### config.mk
export PLATFORM = sky130hd
export DESIGN_NAME = uart_user_echo
export DESIGN_NICKNAME = d
export VERILOG_FILES = /design/src/rtl/uart_user_echo.sv
export SDC_FILE = /design/constraint.sdc
export NUM_CORES = 1
export LEC_CHECK = 0
export CAP_MARGIN = 40
export CORE_MARGIN = 3
export CORE_UTILIZATION = 55
export CTS_BUF_LIST = sky130_fd_sc_hd__clkbuf_4
export DETAILED_ROUTE_END_ITERATION = 6
export GPL_ROUTABILITY_DRIVEN = 0
export HOLD_SLACK_MARGIN = 0.03
export PLACE_DENSITY = 0.8
export SLEW_MARGIN = 20
export SYNTH_ARGS = -nofsm -noshare
export SYNTH_HDL_FRONTEND = slang
export SYNTH_SLANG_ARGS = --single-unit
export TNS_END_PERCENT = 50
### constraint.sdc
create_clock -name i_clk -period 3.5 [get_ports i_clk]
set_input_delay 0.7 -clock i_clk [delete_from_list [all_inputs] [get_ports i_clk]]
set_output_delay 0.7 -clock i_clk [all_outputs]
set_load 0.02 [all_outputs]
### src/rtl/uart_user_echo.sv
// ---------------------------------------------------------------------------
// uart_user_echo
//
// User-side responder for a UART driver byte stream. Received bytes are
// counted, optionally checked for an incrementing sequence, and (when echo is
// enabled) queued in a FIFO and replayed on a valid/ready transmit interface.
//
// Ports:
//   i_clk, i_rst_n      clock, synchronous active-low reset
//   i_echo_en           1: push received bytes into the echo FIFO
//   i_user_rx_data/valid  received byte and its single-cycle strobe
//   o_user_tx_data/valid, i_user_tx_ready  registered transmit handshake
//   o_fifo_level        bytes held, including the one in the output register
//   o_rx_cnt, o_tx_cnt, o_ovf_cnt, o_seq_err_cnt  saturating status counters
// ---------------------------------------------------------------------------
module uart_user_echo #(
    parameter int unsigned P_DATA_WIDTH = 8,
    parameter int unsigned P_FIFO_DEPTH = 16,
    parameter int unsigned P_SEQ_CHECK  = 1,
    parameter int unsigned P_CNT_WIDTH  = 16
) (
    input  logic                              i_clk,
    input  logic                              i_rst_n,
    input  logic                              i_echo_en,
    input  logic [P_DATA_WIDTH-1:0]           i_user_rx_data,
    input  logic                              i_user_rx_valid,
    output logic [P_DATA_WIDTH-1:0]           o_user_tx_data,
    output logic                              o_user_tx_valid,
    input  logic                              i_user_tx_ready,
    output logic [$clog2(P_FIFO_DEPTH):0]     o_fifo_level,
    output logic [P_CNT_WIDTH-1:0]            o_rx_cnt,
    output logic [P_CNT_WIDTH-1:0]            o_tx_cnt,
    output logic [P_CNT_WIDTH-1:0]            o_ovf_cnt,
    output logic [P_CNT_WIDTH-1:0]            o_seq_err_cnt
);

    localparam int unsigned LP_PTR_W = $clog2(P_FIFO_DEPTH);
    localparam int unsigned LP_LVL_W = LP_PTR_W + 1;

    localparam logic [LP_LVL_W-1:0]     LP_LVL_FULL = LP_LVL_W'(P_FIFO_DEPTH);
    localparam logic [LP_LVL_W-1:0]     LP_LVL_ONE  = LP_LVL_W'(1);
    localparam logic [LP_LVL_W-1:0]     LP_LVL_ZERO = '0;
    localparam logic [LP_PTR_W-1:0]     LP_PTR_ONE  = LP_PTR_W'(1);
    localparam logic [P_DATA_WIDTH-1:0] LP_DATA_ONE = P_DATA_WIDTH'(1);
    localparam logic [P_CNT_WIDTH-1:0]  LP_CNT_ONE  = P_CNT_WIDTH'(1);
    localparam logic [P_CNT_WIDTH-1:0]  LP_CNT_MAX  = '1;

    // Sequence checker states
    localparam logic [0:0] S_IDLE  = 1'b0;
    localparam logic [0:0] S_TRACK = 1'b1;

    // ------------------------------------------------------------------
    // State
    // ------------------------------------------------------------------
    logic [P_DATA_WIDTH-1:0] r_mem [P_FIFO_DEPTH];
    logic [LP_PTR_W-1:0]     r_wr_ptr;
    logic [LP_PTR_W-1:0]     r_rd_ptr;
    logic [LP_LVL_W-1:0]     r_mem_cnt;   // bytes in memory only
    logic [LP_LVL_W-1:0]     r_level;     // memory plus output register
    logic                    r_tx_valid;
    logic [P_DATA_WIDTH-1:0] r_tx_data;
    logic [P_CNT_WIDTH-1:0]  r_rx_cnt;
    logic [P_CNT_WIDTH-1:0]  r_tx_cnt;
    logic [P_CNT_WIDTH-1:0]  r_ovf_cnt;
    logic [P_CNT_WIDTH-1:0]  r_seq_err_cnt;
    logic [0:0]              r_seq_state;
    logic [P_DATA_WIDTH-1:0] r_expected;

    // ------------------------------------------------------------------
    // Handshake decode
    // ------------------------------------------------------------------
    logic w_pop;
    logic w_push_req;
    logic w_full;
    logic w_push;
    logic w_drop;
    logic w_load;
    logic w_seq_err;

    assign w_pop      = r_tx_valid & i_user_tx_ready;
    assign w_push_req = i_user_rx_valid & i_echo_en;
    assign w_full     = (r_level == LP_LVL_FULL);
    // A full FIFO still accepts when the output register empties this cycle.
    assign w_push     = w_push_req & (~w_full | w_pop);
    assign w_drop     = w_push_req & ~w_push;
    // Output register reloads only from memory contents present before this
    // edge, so a fresh push is never passed straight through.
    assign w_load     = (r_mem_cnt != LP_LVL_ZERO) & (~r_tx_valid | w_pop);
    assign w_seq_err  = (P_SEQ_CHECK != 0) & i_user_rx_valid &
                        (r_seq_state == S_TRACK) & (i_user_rx_data != r_expected);

    // ------------------------------------------------------------------
    // FIFO storage (no reset needed; pointers define validity)
    // ------------------------------------------------------------------
    always_ff @(posedge i_clk) begin
        if (i_rst_n && w_push) begin
            r_mem[r_wr_ptr] <= i_user_rx_data;
        end
    end

    // ------------------------------------------------------------------
    // FIFO pointers, occupancy and output register
    // ------------------------------------------------------------------
    always_ff @(posedge i_clk) begin
        if (!i_rst_n) begin
            r_wr_ptr   <= '0;
            r_rd_ptr   <= '0;
            r_mem_cnt  <= '0;
            r_level    <= '0;
            r_tx_valid <= 1'b0;
            r_tx_data  <= '0;
        end else begin
            if (w_push) begin
                r_wr_ptr <= r_wr_ptr + LP_PTR_ONE;
            end
            if (w_load) begin
                r_rd_ptr <= r_rd_ptr + LP_PTR_ONE;
            end

            case ({w_push, w_load})
                2'b10:   r_mem_cnt <= r_mem_cnt + LP_LVL_ONE;
                2'b01:   r_mem_cnt <= r_mem_cnt - LP_LVL_ONE;
                default: r_mem_cnt <= r_mem_cnt;
            endcase

            case ({w_push, w_pop})
                2'b10:   r_level <= r_level + LP_LVL_ONE;
                2'b01:   r_level <= r_level - LP_LVL_ONE;
                default: r_level <= r_level;
            endcase

            if (w_load) begin
                r_tx_valid <= 1'b1;
                r_tx_data  <= r_mem[r_rd_ptr];
            end else if (w_pop) begin
                r_tx_valid <= 1'b0;
            end
        end
    end

    // ------------------------------------------------------------------
    // Saturating status counters
    // ------------------------------------------------------------------
    always_ff @(posedge i_clk) begin
        if (!i_rst_n) begin
            r_rx_cnt      <= '0;
            r_tx_cnt      <= '0;
            r_ovf_cnt     <= '0;
            r_seq_err_cnt <= '0;
        end else begin
            if (i_user_rx_valid && (r_rx_cnt != LP_CNT_MAX)) begin
                r_rx_cnt <= r_rx_cnt + LP_CNT_ONE;
            end
            if (w_pop && (r_tx_cnt != LP_CNT_MAX)) begin
                r_tx_cnt <= r_tx_cnt + LP_CNT_ONE;
            end
            if (w_drop && (r_ovf_cnt != LP_CNT_MAX)) begin
                r_ovf_cnt <= r_ovf_cnt + LP_CNT_ONE;
            end
            if (w_seq_err && (r_seq_err_cnt != LP_CNT_MAX)) begin
                r_seq_err_cnt <= r_seq_err_cnt + LP_CNT_ONE;
            end
        end
    end

    // ------------------------------------------------------------------
    // Sequence checker: sees every received byte, accepted or dropped.
    // Expected value always resyncs to byte+1, so one bad byte costs one error.
    // ------------------------------------------------------------------
    always_ff @(posedge i_clk) begin
        if (!i_rst_n) begin
            r_seq_state <= S_IDLE;
            r_expected  <= '0;
        end else if (i_user_rx_valid) begin
            r_seq_state <= S_TRACK;
            r_expected  <= i_user_rx_data + LP_DATA_ONE;
        end
    end

    // ------------------------------------------------------------------
    // Outputs
    // ------------------------------------------------------------------
    assign o_user_tx_data  = r_tx_data;
    assign o_user_tx_valid = r_tx_valid;
    assign o_fifo_level    = r_level;
    assign o_rx_cnt        = r_rx_cnt;
    assign o_tx_cnt        = r_tx_cnt;
    assign o_ovf_cnt       = r_ovf_cnt;
    assign o_seq_err_cnt   = r_seq_err_cnt;

endmodule

# Word-level counts from Yosys, hierarchy flattened
# Memory sizes are Yosys's and may differ from the RTL's. A register that Yosys moved wholly into a read port is not among the register bits.
# Cells that the tools add are included.
# word_totals
reg_bits,92
ram_bits,128
input_bits,13
out_inout_bits,78
elab_cells,61
memories,1
# memory_table
name,depth,width,rd,rd_clocked_by_memory_dff,write_ports,line_no,rtl
r_mem,16,8,1,1,1,55,logic [P_DATA_WIDTH-1:0] r_mem [P_FIFO_DEPTH];
# op_classes
add_sub_neg,11
eq_ne,10
n_mux,6
bitwise_logic,12
reduce_logical,10
# op_table
op,count
"adder 16 x 1 -> 16 bit, second input constant",4
"!= test 16 bit, second input constant",4
one-hot mux 5 bit (2 select lines),2
"adder 5 x 1 -> 5 bit, second input constant",2
"subtractor 5 x 1 -> 5 bit, second input constant",2
"adder 4 x 1 -> 4 bit, second input constant",2
"adder 8 x 1 -> 8 bit, second input constant",1
!= test 8 bit,1
AND 1 bit,7
nonzero test 2 bit,3
"equality test 5 bit, second input constant",1
logical AND 1 bit,5
nonzero test 5 bit,1
"equality test 2 x 1 -> 1 bit, second input constant",2
"equality test 2 bit, second input constant",2
2-to-1 mux 1 bit,4
inverter 1 bit,3
OR 1 bit,2
zero test 1 bit,1

# Logic depth before layout (Yosys ltp)
# logic_depth
ltp_word,7
mapped_depth,13
ltp_nobuf,11

# Worst setup path before layout
# OpenSTA, ideal clock, no wires.
# synth_timing
path_kind,input-to-reg
from,input port i_user_rx_valid
to,register r_mem_cnt[4]
setup_time_ns,0.118
arrival_time_ns,3.172
required_ns,3.382
setup_slack_ns,0.210
stages,12
path_buffers,2
path_cell_list,clkbuf_1 nand2_1 a21oi_1 clkbuf_1 inv_1 ha_1 ha_1 nor2b_1 o21ai_0 a21oi_1 or3b_2 mux2i_1
# synth_via
elab_chain_len,4
word_cells_on_any_way,6
classes_between,eq/ne (2); mux (1); bitwise (2); reduce/logical (1)
# synth_lines
element,line_no,rtl
"start, declared",26,"input logic i_user_rx_valid,"
AND 1 bit *,81,assign w_push_req = i_user_rx_valid & i_echo_en;
AND 1 bit *,84,assign w_push = w_push_req & (~w_full | w_pop);
equality test 2 x 1 -> 1 bit or equality test 2 bit (tied branches),120,"case ({w_push, w_load})"
one-hot mux 5 bit (2 select lines) or nonzero test 2 bit (tied branches),n/a,
"end signal, assigned",121,2'b10: r_mem_cnt <= r_mem_cnt + LP_LVL_ONE;
"end signal, assigned",122,2'b01: r_mem_cnt <= r_mem_cnt - LP_LVL_ONE;
"end signal, assigned",123,default: r_mem_cnt <= r_mem_cnt;
"end, declared",58,logic [LP_LVL_W-1:0] r_mem_cnt;
# Every way passes the cells marked *; elsewhere a longest branch is shown, timed or not.
# A chain may end at the register's enable or synchronous reset.

# Worst setup path in the final report
# layout_timing
from,register r_mem_cnt[0]
to,register r_mem_cnt[4]
# layout_via
elab_chain_len,4
word_cells_on_any_way,8
classes_between,add/sub (2); eq/ne (2); mux (1); bitwise (1); reduce/logical (2)
# layout_lines
element,line_no,rtl
nonzero test 5 bit *,88,assign w_load = (r_mem_cnt != LP_LVL_ZERO) & (~r_tx_valid | w_pop);
AND 1 bit *,88,
via w_load,77,logic w_load;
equality test 2 x 1 -> 1 bit or equality test 2 bit (tied branches),120,
one-hot mux 5 bit (2 select lines) or nonzero test 2 bit (tied branches),n/a,
# The timed path passes the listed nets; every way through them passes the cells marked *.

==> impl_results.md <==
* Final Skew at 26.55 ps
* Vias post-DR at between 6000 and 7000
* Ys Warns at 0
* Register bit count reported by yosys at between 200 and 250
* Routed vias/inst at around 5.7
* Main flop type after synthesis: edfxtp_1
* DRC viols at 0
* Setup_tns at 0 ps
* CP cell instances: or4_1 -> o21ai_0 -> inv_1 -> ha_1 -> ha_1 -> nor2b_1 -> o21ai_0 -> a21oi_1 -> or3b_2 -> mux2i_1
* WHS Path Cells at 2
* TritonCTS sink count at around 230
* Syn Std Cell Area at 0.009858 mm2
* Pwr Density at ~560 mW/mm2
* CTS tree: built
* Total area of sequential cells at 0.005847 mm2
* Place WS at between 70 and 80 ps
* Register area share after synthesis at roughly three fifths
* Syn Area/Cell at ~13 um2
* Area occupied by multi-input gates at approximately 0.0038 mm2
* Status: finished, final reports clean
* Post-route ant nets at 0
* Routed wire length per instance at roughly 18 um
* Setup violators final at 0
* Slew headroom at a little under half
* Area grow syn2layout at 21.04%
* Cts bufs inserted at between 50 and 60
* Period utilization at around 84%
* Commonest non-fill, non-tap cell in the layout: edfxtp_1
* Nets at 965
* CORE AREA at 0.01742 mm2
* Initial DRT Pass Iterations at 5
* Most frequent cells in the layout: edfxtp_1 (128), clkbuf_4 (99), dfxtp_1 (99)
* Asr flop ratio synth at 0%
* Final setup margin at around 570 ps
* Vias in the first global route at 6841
* Iter 0 DRT Violations at approximately 460
* Clock buffer depth at 3
* Grt ovf at 0
* Synth unique cells at 53
* Critical path launch point type: flip-flop
* Largest net degree at the start of global routing at 73
* Die Wd at 139.9 um
* Post-synth EDFFs at ~130
* Slew @ Worst Pin at ~800 ps
* WP data arrival at 3480 ps
* I/O Pins at 91
* Hold_buf cts at 0
* GRT Total Usage at a little over a fifth
* Final min period at ~2900 ps
* Clock root buffer master: clkbuf_4
* Clock transition at the registers of the reported paths at ~60 ps
* Die footprint at around 0.020 mm2
* IO Port Bufs at 90
* Final hold viol count at 0
* Hold crit path type: reg -> reg
* CTS resizes at 0
* Filler cell count at between 1000 and 1500
* Share of cells above drive strength 1 at roughly 18%
* Worst skew pair latency at 680 ps
* DP HPWL at around 14000 um
* Net count after synthesis at between 800 and 900
* Max-slew violations at 0
* Worst setup path category: reg -> reg
* Synth Instances at around 800
* Reg2reg path depth at 10
* Routed WL at 21190 um
* Initial antenna violation count at 1
* H-tree levels at 2
* CP Max Fanout at 4
* Leakage at between 4 and 5 nW
* Peak VDD IR at between 300 and 400 uV
* Postcts setup bufs at 0
* Max-Cap Viols at 0
* Fmax at 0.3414 GHz
* Worst setup EP type: flip-flop
* Critical Path RT at 4050 ps
* First-pass GRT wire length at ~35000 um
* Row cnt at 48
* Slowest cell on crit path: or4_1
* RSZ-0062 raised after global routing: no
* Die height at between 100 and 150 um
* Crit-path max cell delay at 550 ps
* Initial Util at 56.60%
## sequential cells by signal (all words and copies together) (netlist names)
signal           count
o_tx_cnt            16
r_mem              128
r_wr_ptr             4
o_seq_err_cnt       16
o_user_tx_data       8
o_rx_cnt            16
o_ovf_cnt           16
r_seq_state          1
o_user_tx_valid      1
r_mem_cnt            5
r_expected           8
r_rd_ptr             4
o_fifo_level         5
## worst max-delay path, delay by kind of cell, from the launching register on
kind / cells / cell delay (ps)
AND/OR/NAND/NOR: 3 / 1150
AO/OA/AOI/OAI: 3 / 550
adder cells (fa/ha/maj): 2 / 550
flip-flops: 1 / 340
multiplexers: 1 / 130
buffers and inverters: 1 / 90
## routing by layer
layer / GRT usage (%) / vias to the layer above / share of wire [%]
met4: 8.057 / 0 / 2.4
met1: 29.49 / 3335 / 43
met3: 4.674 / 44 / 6.9
li1: - / 3303 / -
met2: 35.25 / 241 / 48
met5: 0 / - / 0
## logic make-up (layout without fill, tap and decap cells)
logic type | Yosys count | after routing | share of synthesized area (%)
AOI/OAI and AO/OA | 84 | 84 | 5.724
DFF | 228 | 228 | 59.30
adders and majority gates | 19 | 19 | 2.564
muxes | 62 | 62 | 10.36
buffers and inverters | 54 | 247 | 2.107
and+or+nand+nor | 284 | 284 | 14.89
other | 0 | 2 | 0
xor gates and xnor gates | 57 | 57 | 5.064
## path summary, 6_finish.rpt
kind,endpoint,startpoint,slack [ps]
worst max register to register,r_mem_cnt[4],r_mem_cnt[0],570
worst min-delay path,o_user_tx_data[3],o_user_tx_data[3],490
worst min register to register,o_user_tx_data[3],o_user_tx_data[3],490
worst max-delay path,r_mem_cnt[4],r_mem_cnt[0],570
## area by class of cell
cell class / count / share of cell area (%)
diodes: 2 / 0.04194
clock buffers: 99 / 6.228
clock inverters: 9 / 0.3984
inverters: 16 / 0.5033
multi-input cells: 506 / 31.89
flip-flops and latches: 228 / 49.00
well taps: 225 / 2.359
repair buffers: 123 / 9.584
## synthesized netlist by cell type (3+ instances only)
master    instances  area, um2
a211oi_1          9      67.56
a21o_1            4      30.03
a21oi_1          25      125.1
a31oi_1           3      18.77
and2_1            3      18.77
and3_1           14      87.58
and4_1            7      61.31
buf_1             4      15.01
buf_2             4      20.02
clkbuf_1         30      112.6
dfxtp_1         100       2002
edfxtp_1        128       3844
ha_1             17      212.7
inv_1            16      60.06
mux2i_1          30      300.3
mux4_2           32      720.7
nand2_1          48      180.2
nand2b_1         14      87.58
nand3_1          34      170.2
nand4_1          27      168.9
nor2_1           76      285.3
nor2b_1           3      18.77
nor3_1           16      80.08
nor4_1           12      75.07
nor4b_1           4      35.03
o21ai_0          12      60.06
o221ai_1          8      70.07
o31ai_1           7      52.55
o41ai_1           3      26.28
or2_2             3      18.77
or3_1             7      43.79
or4_1             8      60.06
xnor2_1          37      324.1
xor2_1           20      175.2
## power breakdown
| part | switching (W) | total (W) | internal, W | leakage, nW |
|---|---|---|---|---|
| clock network | 0.00105 | 0.00232 | 0.00127 | 0.474 |
| logic | 0.000690 | 0.00133 | 0.000639 | 1.63 |
| registers | 0.000117 | 0.00306 | 0.00294 | 1.96 |
| total | 0.00185 | 0.00670 | 0.00485 | 4.07 |
## through the flow
stage	total power, W	util [%]	cell area [um2]	std cells	hold slack, ps
after floorplan	0.004009	-	9858	788	456.2
final	0.006704	68.51	11930	1208	489.8
after CTS	0.006776	68.48	11930	1206	487.9
after detailed placement	0.004454	63.94	11140	1098	478.8
after global routing	0.007035	68.51	11930	1208	514.0
after global placement	0.004419	63.94	11140	1098	468.4
Note: power is estimated with default switching activity, not from simulation.
==> RTL edit (same settings) <==
Make the reset (`i_rst_n`) asynchronous in 3 clocked blocks. Comments in the files are not updated.
--- a/src/rtl/uart_user_echo.sv
+++ b/src/rtl/uart_user_echo.sv
@@ -101,7 +101,7 @@
     // ------------------------------------------------------------------
     // FIFO pointers, occupancy and output register
     // ------------------------------------------------------------------
-    always_ff @(posedge i_clk) begin
+    always_ff @(posedge i_clk or negedge i_rst_n) begin
         if (!i_rst_n) begin
             r_wr_ptr   <= '0;
             r_rd_ptr   <= '0;
@@ -141,7 +141,7 @@
     // ------------------------------------------------------------------
     // Saturating status counters
     // ------------------------------------------------------------------
-    always_ff @(posedge i_clk) begin
+    always_ff @(posedge i_clk or negedge i_rst_n) begin
         if (!i_rst_n) begin
             r_rx_cnt      <= '0;
             r_tx_cnt      <= '0;
@@ -167,7 +167,7 @@
     // Sequence checker: sees every received byte, accepted or dropped.
     // Expected value always resyncs to byte+1, so one bad byte costs one error.
     // ------------------------------------------------------------------
-    always_ff @(posedge i_clk) begin
+    always_ff @(posedge i_clk or negedge i_rst_n) begin
         if (!i_rst_n) begin
             r_seq_state <= S_IDLE;
             r_expected  <= '0;
Behaviour: differs if i_rst_n is asserted again (counterexample within 4 cycles, from zero or initial values and one cycle with i_rst_n low); with i_rst_n held inactive, the same outputs for 4 cycles.
==> RTL edit against the original RTL <==
Wire length is essentially flat; critical path depth is the same; power grew 21%; sequential cell count is the same; clock power shrank 10%; area after synthesis shrank 0.52%; cell area shrank 0.66%; setup slack gained 0.12 ns; via count shrank 9.6%; fmax grew 4.2%; critical path type unchanged; largest cell class unchanged.
==> RTL edit: results (changes against the original RTL) <==
stage,metric,value,unit,change
yosys,seq_area_frac_synth,64.71,%,+5.4 points
routing,met1_length,8487,um,-7.2%
final_layout,drive_gt1_share,19.38,%,+1.2 points
routing,wl_per_cell,19.32,um,+10%
global_route,grt_max_degree,60,,-18%
place,dp_worst_setup_slack,0.1772,ns,+0.1014 ns
yosys,syn_nets,698,,-15%
yosys,synth_async_sr_flop_share,43.86,%,+44 points
routing,wl_met3,1311,um,-11%
routing,vias_per_cell,5.706,,-0.44%
power,ir_worst_vdd,0.6600,mV,+95%
yosys,yosys-top-cells-area,"edfxtp_1 (39%), dfrtp_1 (26%), mux4_2 (7.1%)",,
yosys,synth_common_cells,"edfxtp_1 (128), dfrtp_1 (100), nand2_1 (49)",,
global_route,antenna_found_initial,0,,-1
routing,route.met2.wl,10560,um,+4.9%
sta,fin_skew,0.04687,ns,+0.02032 ns
worst_setup_path,slowest_delay,0.58,ns,+0.03 ns
worst_setup_path,critPathArrivalTime,3.39,ns,-0.09 ns
global_route,grt_pass1_wl,34350,um,-1.5%
sta,max_slew_margin,53.63,%,+8.1 points
power,p_leak,4.610,nW,+13%
yosys,syn-instance-count,666,,-15%
place,dp_hpwl,14250,um,+2.9%
final_layout,fin_nets,858,,-11%
hold_path,hold_path_class,in -> async,,
place,postPlaceCellArea,11150,um2,+0.12%
routing,drtIter0Drc,552,,+19%
place,place_inst,993,,-9.6%
final_layout,n_fill_cell,1169,,-8.5%
global_route,grt_pass1_vias,6669,,-2.5%
routing,num_vias,6259,,-9.6%
global_route,met2_usage,36.39,%,+1.1 points
yosys,synth_cell_type_count,49,,-7.5%
outcome,outcome,completed,,
clock_network,post_cts_buffers,0,,unchanged
global_route,grt_use_met1,28.20,%,-1.3 points
final_layout,synthToLayoutAreaGrowth,20.87,%,
final_layout,num_antenna_cells,0,,-2
-- RTL edit: cell types whose count changed after synthesis, sizes merged, moves of 10 or more --
cell | before | now
dfrtp | 0 | 100
dfxtp | 100 | 0
nor2 | 76 | 35
clkbuf | 30 | 7
mux2 | 0 | 11
nand2b | 14 | 3
xnor2 | 37 | 48
a21oi | 25 | 15
and3 | 14 | 24
-- RTL edit: cell type report --
cell class	instances	area share (%)
clock buffers	78	4.940
clock inverters	25	0.9077
inverters	13	0.4117
multi-input cells	405	27.96
flip-flops and latches	228	53.55
well taps	225	2.375
repair buffers	123	9.859
-- RTL edit: repair_timing --
action,CTS,global route
hold endpoints to repair,23,0
endpoints found under the setup margin,0,0
hold buffers,1,0
resized for setup,0,0
-- RTL edit: logic make-up (layout without fill, tap and decap cells) --
family,after synthesis,count (layout),synth area share (%)
flip-flops,228,228,64.71
AND/OR/NAND/NOR,203,203,10.77
XOR/XNOR,77,77,6.877
multiplexers,63,63,10.53
AO/OA/AOI/OAI,43,43,3.049
buffers and inverters,33,239,1.493
adder cells (fa/ha/maj),19,19,2.577
-- RTL edit: final timing paths --
| check | start | endpoint | slack (ns) | cells after the start |
|---|---|---|---|---|
| setup / recovery | r_mem_cnt[1] | r_mem_cnt[4] | 0.69 | 10 |
| hold / removal | i_rst_n | r_expected[5] | 0.50 | 2 |
| setup reg to reg | r_mem_cnt[1] | r_mem_cnt[4] | 0.69 | 10 |
| hold reg to reg | o_seq_err_cnt[4] | o_seq_err_cnt[4] | 0.50 | 1 |
| max in group asynchronous | i_rst_n | o_tx_cnt[12] | 1.99 | 4 |
| min in group i_clk | o_seq_err_cnt[4] | o_seq_err_cnt[4] | 0.50 | 1 |
-- RTL edit: power by group --
group,switching [mW],internal (mW)
Sequential,0.442,3.17
Combinational,1.20,1.20
Clock,1.03,1.04
